==> config.mk <==
export PLATFORM = sky130hd
export DESIGN_NAME = usb_tx_cu_flat
export DESIGN_NICKNAME = d
export VERILOG_FILES = /design/src/rtl/usb_tx_cu_if.sv /design/src/rtl/usb_tx_cu.sv /design/src/flat_wrapper.sv
export SDC_FILE = /design/constraint.sdc
export NUM_CORES = 1
export LEC_CHECK = 0
export CAP_MARGIN = 10
export CORE_ASPECT_RATIO = 0.9
export CORE_MARGIN = 4
export CORE_UTILIZATION = 58
export CTS_CLUSTER_SIZE = 8
export DETAILED_ROUTE_END_ITERATION = 12
export PLACE_DENSITY = 0.87
export SYNTH_ARGS = -nofsm -noshare
export SYNTH_HDL_FRONTEND = slang
export SYNTH_SLANG_ARGS = --single-unit
==> constraint.sdc <==
create_clock -name clk -period 4.13 [get_ports clk]
set_input_delay 0.826 -clock clk [delete_from_list [all_inputs] [get_ports clk]]
set_output_delay 0.826 -clock clk [all_outputs]
set_load 0.05 [all_outputs]
==> src/rtl/usb_tx_cu_if.sv <==
`default_nettype none
// ============================================================================
// usb_tx_cu_if : request, buffer and serializer signals of the USB TX control unit
// Revision 1.0
// ============================================================================
interface usb_tx_cu_if;
    logic       tx_start;
    logic [2:0] tx_packet;
    logic [6:0] buffer_occupancy;
    logic [7:0] tx_packet_data;
    logic       get_tx_packet_data;
    logic [7:0] tx_byte;
    logic       tx_byte_valid;
    logic       tx_byte_ready;
    logic       send_eop;
    logic       eop_done;
    logic       tx_transfer_active;
    logic       tx_error;

    modport master (
        output tx_start, tx_packet, buffer_occupancy, tx_packet_data,
               tx_byte_ready, eop_done,
        input  get_tx_packet_data, tx_byte, tx_byte_valid, send_eop,
               tx_transfer_active, tx_error
    );

    modport slave (
        input  tx_start, tx_packet, buffer_occupancy, tx_packet_data,
               tx_byte_ready, eop_done,
        output get_tx_packet_data, tx_byte, tx_byte_valid, send_eop,
               tx_transfer_active, tx_error
    );
endinterface
`default_nettype wire

==> src/rtl/usb_tx_cu.sv <==
`default_nettype none
// ============================================================================
// usb_tx_cu : USB full-speed transmit sequencer (SYNC, PID, payload, CRC16, EOP)
// Revision 1.0
// ============================================================================
module usb_tx_cu #(
    parameter int         MAX_PAYLOAD = 64,
    parameter logic [7:0] SYNC_BYTE   = 8'h80
) (
    input  logic       clk,
    input  logic       n_rst,
    usb_tx_cu_if.slave bus
);
    typedef enum logic [3:0] {
        S_IDLE, S_SYNC, S_PID, S_FETCH, S_FWAIT, S_DATA, S_CRC_LO, S_CRC_HI, S_EOP
    } state_t;

    localparam logic [7:0]  c_max_payload = 8'(MAX_PAYLOAD);
    localparam logic [15:0] c_crc_init    = 16'hFFFF;
    localparam logic [15:0] c_crc_poly    = 16'hA001;

    state_t      r_state;
    state_t      w_next;
    logic [2:0]  r_pid;
    logic [6:0]  r_count;
    logic [15:0] r_crc;
    logic [7:0]  r_data;
    logic        r_error;

    logic        w_req_is_data;
    logic        w_req_legal;
    logic        w_accept;
    logic        w_reject;
    logic        w_pid_is_data;
    logic        w_valid;
    logic        w_xfer;
    logic        w_get;
    logic        w_eop;
    logic [7:0]  w_byte;
    logic [7:0]  w_pid_code;

    // Reflected USB CRC16, whole byte folded in one cycle
    function automatic logic [15:0] f_crc16_byte(input logic [15:0] crc, input logic [7:0] d);
        logic [15:0] c;
        c = crc;
        for (int i = 0; i < 8; i++) begin
            if (c[0] ^ d[i]) c = (c >> 1) ^ c_crc_poly;
            else             c = c >> 1;
        end
        return c;
    endfunction

    assign w_req_is_data = (bus.tx_packet == 3'd1) || (bus.tx_packet == 3'd2);
    assign w_req_legal   = (bus.tx_packet >= 3'd1) && (bus.tx_packet <= 3'd5) &&
                           !(w_req_is_data && ({1'b0, bus.buffer_occupancy} > c_max_payload));
    assign w_accept      = (r_state == S_IDLE) && bus.tx_start && w_req_legal;
    assign w_reject      = (r_state == S_IDLE) && bus.tx_start && !w_req_legal;
    assign w_pid_is_data = (r_pid == 3'd1) || (r_pid == 3'd2);
    assign w_xfer        = w_valid && bus.tx_byte_ready;

    always_comb begin
        w_pid_code = 8'h1E;
        case (r_pid)
            3'd1:    w_pid_code = 8'hC3;
            3'd2:    w_pid_code = 8'h4B;
            3'd3:    w_pid_code = 8'hD2;
            3'd4:    w_pid_code = 8'h5A;
            default: w_pid_code = 8'h1E;
        endcase
    end

    always_ff @(posedge clk) begin
        if (!n_rst) r_state <= S_IDLE;
        else        r_state <= w_next;
    end

    always_comb begin
        w_next  = r_state;
        w_valid = 1'b0;
        w_byte  = 8'h00;
        w_get   = 1'b0;
        w_eop   = 1'b0;
        case (r_state)
            S_IDLE: begin
                if (w_accept) w_next = S_SYNC;
            end
            S_SYNC: begin
                w_valid = 1'b1;
                w_byte  = SYNC_BYTE;
                if (w_xfer) w_next = S_PID;
            end
            S_PID: begin
                w_valid = 1'b1;
                w_byte  = w_pid_code;
                if (w_xfer) begin
                    if (!w_pid_is_data)      w_next = S_EOP;
                    else if (r_count != '0)  w_next = S_FETCH;
                    else                     w_next = S_CRC_LO;
                end
            end
            S_FETCH: begin
                w_get  = 1'b1;
                w_next = S_FWAIT;
            end
            S_FWAIT: begin
                w_next = S_DATA;
            end
            S_DATA: begin
                w_valid = 1'b1;
                w_byte  = r_data;
                if (w_xfer) w_next = (r_count == 7'd1) ? S_CRC_LO : S_FETCH;
            end
            S_CRC_LO: begin
                w_valid = 1'b1;
                w_byte  = ~r_crc[7:0];
                if (w_xfer) w_next = S_CRC_HI;
            end
            S_CRC_HI: begin
                w_valid = 1'b1;
                w_byte  = ~r_crc[15:8];
                if (w_xfer) w_next = S_EOP;
            end
            S_EOP: begin
                w_eop = 1'b1;
                if (bus.eop_done) w_next = S_IDLE;
            end
            default: w_next = S_IDLE;
        endcase
    end

    always_ff @(posedge clk) begin
        if (!n_rst) begin
            r_pid   <= 3'd0;
            r_count <= 7'd0;
            r_crc   <= c_crc_init;
            r_data  <= 8'h00;
            r_error <= 1'b0;
        end else begin
            r_error <= w_reject;
            if (w_accept) begin
                r_pid   <= bus.tx_packet;
                r_count <= w_req_is_data ? bus.buffer_occupancy : 7'd0;
                r_crc   <= c_crc_init;
            end
            if (r_state == S_FWAIT) r_data <= bus.tx_packet_data;
            if ((r_state == S_DATA) && w_xfer) begin
                r_crc   <= f_crc16_byte(r_crc, r_data);
                r_count <= r_count - 7'd1;
            end
        end
    end

    assign bus.tx_byte            = w_byte;
    assign bus.tx_byte_valid      = w_valid;
    assign bus.get_tx_packet_data = w_get;
    assign bus.send_eop           = w_eop;
    assign bus.tx_transfer_active = (r_state != S_IDLE);
    assign bus.tx_error           = r_error;
endmodule
`default_nettype wire
==> src/flat_wrapper.sv <==
// flat-port wrapper written by rule: the top's interface ports become plain ports
module usb_tx_cu_flat 
#(
    parameter int         MAX_PAYLOAD = 64,
    parameter logic [7:0] SYNC_BYTE   = 8'h80
)
  (clk, n_rst, bus_tx_start, bus_tx_packet, bus_buffer_occupancy, bus_tx_packet_data, bus_tx_byte_ready, bus_eop_done, bus_get_tx_packet_data, bus_tx_byte, bus_tx_byte_valid, bus_send_eop, bus_tx_transfer_active, bus_tx_error);
  usb_tx_cu_if bus_i ();
  input  logic clk;
  input  logic n_rst;
  input wire logic [$bits(bus_i.tx_start)-1:0] bus_tx_start;
  input wire logic [$bits(bus_i.tx_packet)-1:0] bus_tx_packet;
  input wire logic [$bits(bus_i.buffer_occupancy)-1:0] bus_buffer_occupancy;
  input wire logic [$bits(bus_i.tx_packet_data)-1:0] bus_tx_packet_data;
  input wire logic [$bits(bus_i.tx_byte_ready)-1:0] bus_tx_byte_ready;
  input wire logic [$bits(bus_i.eop_done)-1:0] bus_eop_done;
  output wire logic [$bits(bus_i.get_tx_packet_data)-1:0] bus_get_tx_packet_data;
  output wire logic [$bits(bus_i.tx_byte)-1:0] bus_tx_byte;
  output wire logic [$bits(bus_i.tx_byte_valid)-1:0] bus_tx_byte_valid;
  output wire logic [$bits(bus_i.send_eop)-1:0] bus_send_eop;
  output wire logic [$bits(bus_i.tx_transfer_active)-1:0] bus_tx_transfer_active;
  output wire logic [$bits(bus_i.tx_error)-1:0] bus_tx_error;
  assign bus_i.tx_start = bus_tx_start;
  assign bus_i.tx_packet = bus_tx_packet;
  assign bus_i.buffer_occupancy = bus_buffer_occupancy;
  assign bus_i.tx_packet_data = bus_tx_packet_data;
  assign bus_i.tx_byte_ready = bus_tx_byte_ready;
  assign bus_i.eop_done = bus_eop_done;
  assign bus_get_tx_packet_data = bus_i.get_tx_packet_data;
  assign bus_tx_byte = bus_i.tx_byte;
  assign bus_tx_byte_valid = bus_i.tx_byte_valid;
  assign bus_send_eop = bus_i.send_eop;
  assign bus_tx_transfer_active = bus_i.tx_transfer_active;
  assign bus_tx_error = bus_i.tx_error;
  usb_tx_cu #(.MAX_PAYLOAD(MAX_PAYLOAD), .SYNC_BYTE(SYNC_BYTE)) u_core (.clk(clk), .n_rst(n_rst), .bus(bus_i));
endmodule
==> flow_summary.ini, run 1 <==
[finish]
fin_nets = 364
final_cell_mix = nand2_1 (42), dfxtp_1 (39), nor2_1 (38), clkdlybuf4s50_1 (35), a21oi_1 (27)
nFillCells = 310
syn_to_final_growth_pct = 18.6
antenna_cells = 0
drive_above_1_share = 0.0382
final_common_cell = nand2_1

[floorplanning]
fp.dieH_um = 69.2
rows = 21
ios = 36
core_um2 = 3860
dieArea_um2 = 5250
die_x_um = 76.0
start_util = 0.624

[sta]
min_period_ns = 3.79
timing.fmax_ghz = 0.264
finalHoldViolations = 0
drv_slew = 0
relSlewSlack = 0.369
setup_viol = 0
worstMarginPinSlew_ns = 0.947
period_share = 0.917
finalSetupTns_ns = 0
rsz0062_at_grt = no
finalClockSkew_ns = 0.00652

[global_routing]
grt_max_degree = 27
grt_first_pass_wirelength_um = 10600
grt_antenna_before_repair = 0
grt_overflow = 0
grt_use_total = 0.239
grt_pass1_vias = 2184

[yosys]
syn_inst = 317
netlist_area_um2 = 2410
yosysTopAreaCell = dfxtp_1
synth_seq_cells = 39
synth_cell_type_count = 55
ys_seq_area_frac = 0.324
syn_avg_cell_area_um2 = 7.61
syn-num-nets = 342
synthArstFlopShare = 0
synth_ff_type = dfxtp_1
netlist_top_cells_area = dfxtp_1 (32%), nand2_1 (6.5%), nor2_1 (5.9%)
synth-edff-count = 0
yosysWarnings = 0
synth_top_area_share = 0.324

[clocking]
cts_tree = done
cts.hold.buffers_added = 0
post_cts_buffers = 0
clock_path_buffers = 2
cts_made_buffers = 5
insertion_delay_ns = 0.29
cts_sinks = 39
clkSlewWorstSetupHoldPaths_ns = 0.08
root_buffer = clkbuf_8
htree_levels = 2
cts_resized = 0

[outcome]
outcome = complete, no violations

[detailed_routing]
wl_um = 6580
dr.pass1.iters = 5
route.vias.total = 2454
viasPerCell = 6.36
drtAntennaViolNets = 0
drc = 0
drtIter0Drc = 327
wl_per_cell_um = 17.0

[power_and_ir_drop]
pwr-share-seq = 0.343
p_clk_frac = 0.283
peakVddDrop_mv = 0.367
internal-power_w = 0.000833
switching_share = 0.381
p_leak_nw = 1.00
p_comb_frac = 0.373
switching_power_w = 0.000512
p_total_w = 0.00135
power_per_cell_area_nw_per_um2 = 470

[placed_design]
hpwlAfterDp_um = 4410
io_buffers = 35
gp_congestion = 0.885

[setup_path]
criticalPathCategory = flip-flop to output pin
worstPathMaxFanout = 17
startpoint_type = flip-flop
worstPathArrival_ns = 2.96
worstSetupEndpointType = output pin
required_ns = 3.30

[min_path]
hold_class = flip-flop to flip-flop

[job]
timing.max_cap.violations = 0
[Yosys cell counts, types with 2 or more instances]
library cell / instances
nand2_1: 42
buf_1: 2
o211ai_1: 2
clkbuf_1: 14
a21oi_1: 27
o21ai_0: 25
inv_1: 7
nor4b_1: 2
nor3_1: 21
o31a_1: 3
xnor2_1: 13
nor2_1: 38
a22o_1: 3
nand2b_1: 4
ha_1: 2
buf_6: 2
xor2_1: 10
xnor3_1: 2
a31oi_1: 5
o22a_1: 2
a311o_1: 2
nand3_1: 5
o31ai_1: 2
dfxtp_1: 39
buf_2: 2
a211oi_1: 3
buf_4: 2
o22ai_1: 3
or4_1: 4
a311oi_1: 3
nor4_1: 2
[worst paths after layout]
path / to / startpoint / slack (ns) / cells past startpoint
worst max-delay path: bus_tx_byte[0] / u_core.r_state[1] / 0.34 / 4
worst min-delay path: u_core.r_pid[1] / u_core.r_pid[1] / 0.49 / 2
worst max register to register: u_core.r_crc[11] / u_core.r_state[0] / 1.23 / 6
worst min register to register: u_core.r_pid[1] / u_core.r_pid[1] / 0.49 / 2
[cells by family after synthesis]
| family | share of synthesized area |
|---|---|
| fa+ha+maj | 0.0104 |
| mux | 0.00415 |
| xor+xnor | 0.112 |
| simple gates | 0.244 |
| compound gates | 0.248 |
| flops | 0.324 |
| buf+inv | 0.0571 |
[per-stage QoR]
stage	instance area (µm²)	cells	hold slack, ns	worst slack, ns	utilization
finish	2860	386	0.487	0.341	0.740
global route	2860	386	0.523	0.243	0.740
CTS	2860	386	0.489	0.402	0.740
detailed placement	2730	378	0.480	0.740	0.706
global placement	2730	378	0.474	0.891	0.706
floorplan	2410	317	0.459	1.11	-
[critical path, cell delays in order, from the launching register on]
cell and delay, ns:
dfxtp_1 0.65, nor4b_1 0.54, or3b_2 0.52, o21ai_0 0.11, clkdlybuf4s50_1 0.84
[routing by layer]
layer  global-route usage  wire length (µm)
met5                    0                 0
met4               0.0632                86
met3               0.0599               654
met2                0.357              2910
met1                0.340              2930
[sequential cells by signal (all words and copies together), names as in the netlist]
name and count:
u_core.r_state 4, u_core.bus.tx_error 1, u_core.r_data 8, u_core.r_pid 3, u_core.r_count 7, u_core.r_crc 16
[layout make-up]
| cell class | count | area (µm²) | area share |
|---|---|---|---|
| sequential | 39 | 781 | 0.273 |
| timing repair buffer | 37 | 365 | 0.128 |
| tap | 46 | 57.6 | 0.0201 |
| clock buffer | 6 | 72.6 | 0.0254 |
| multi-input combinational | 248 | 1490 | 0.522 |
| inverter | 8 | 30.0 | 0.0105 |
| clock inverter | 2 | 60.1 | 0.0210 |
[power by group through the flow]
stage          Sequential, W  Clock, W  Combinational, W
2_1_floorplan       0.000433         0          0.000401
3_3_place_gp        0.000464         0          0.000478
3_5_place_dp        0.000468         0          0.000483
4_1_cts             0.000460  0.000383          0.000492
5_1_grt             0.000469  0.000399          0.000528
6_report            0.000462  0.000381          0.000502
Power figures use the tool's default switching activity.
==> inputs of run 2 (changes only) <==
Settings changed: SKIP_LAST_GASP from default to 1.
==> results of run 2 <==
No change in the layout: final DEF, timing and power equal those of run 1.
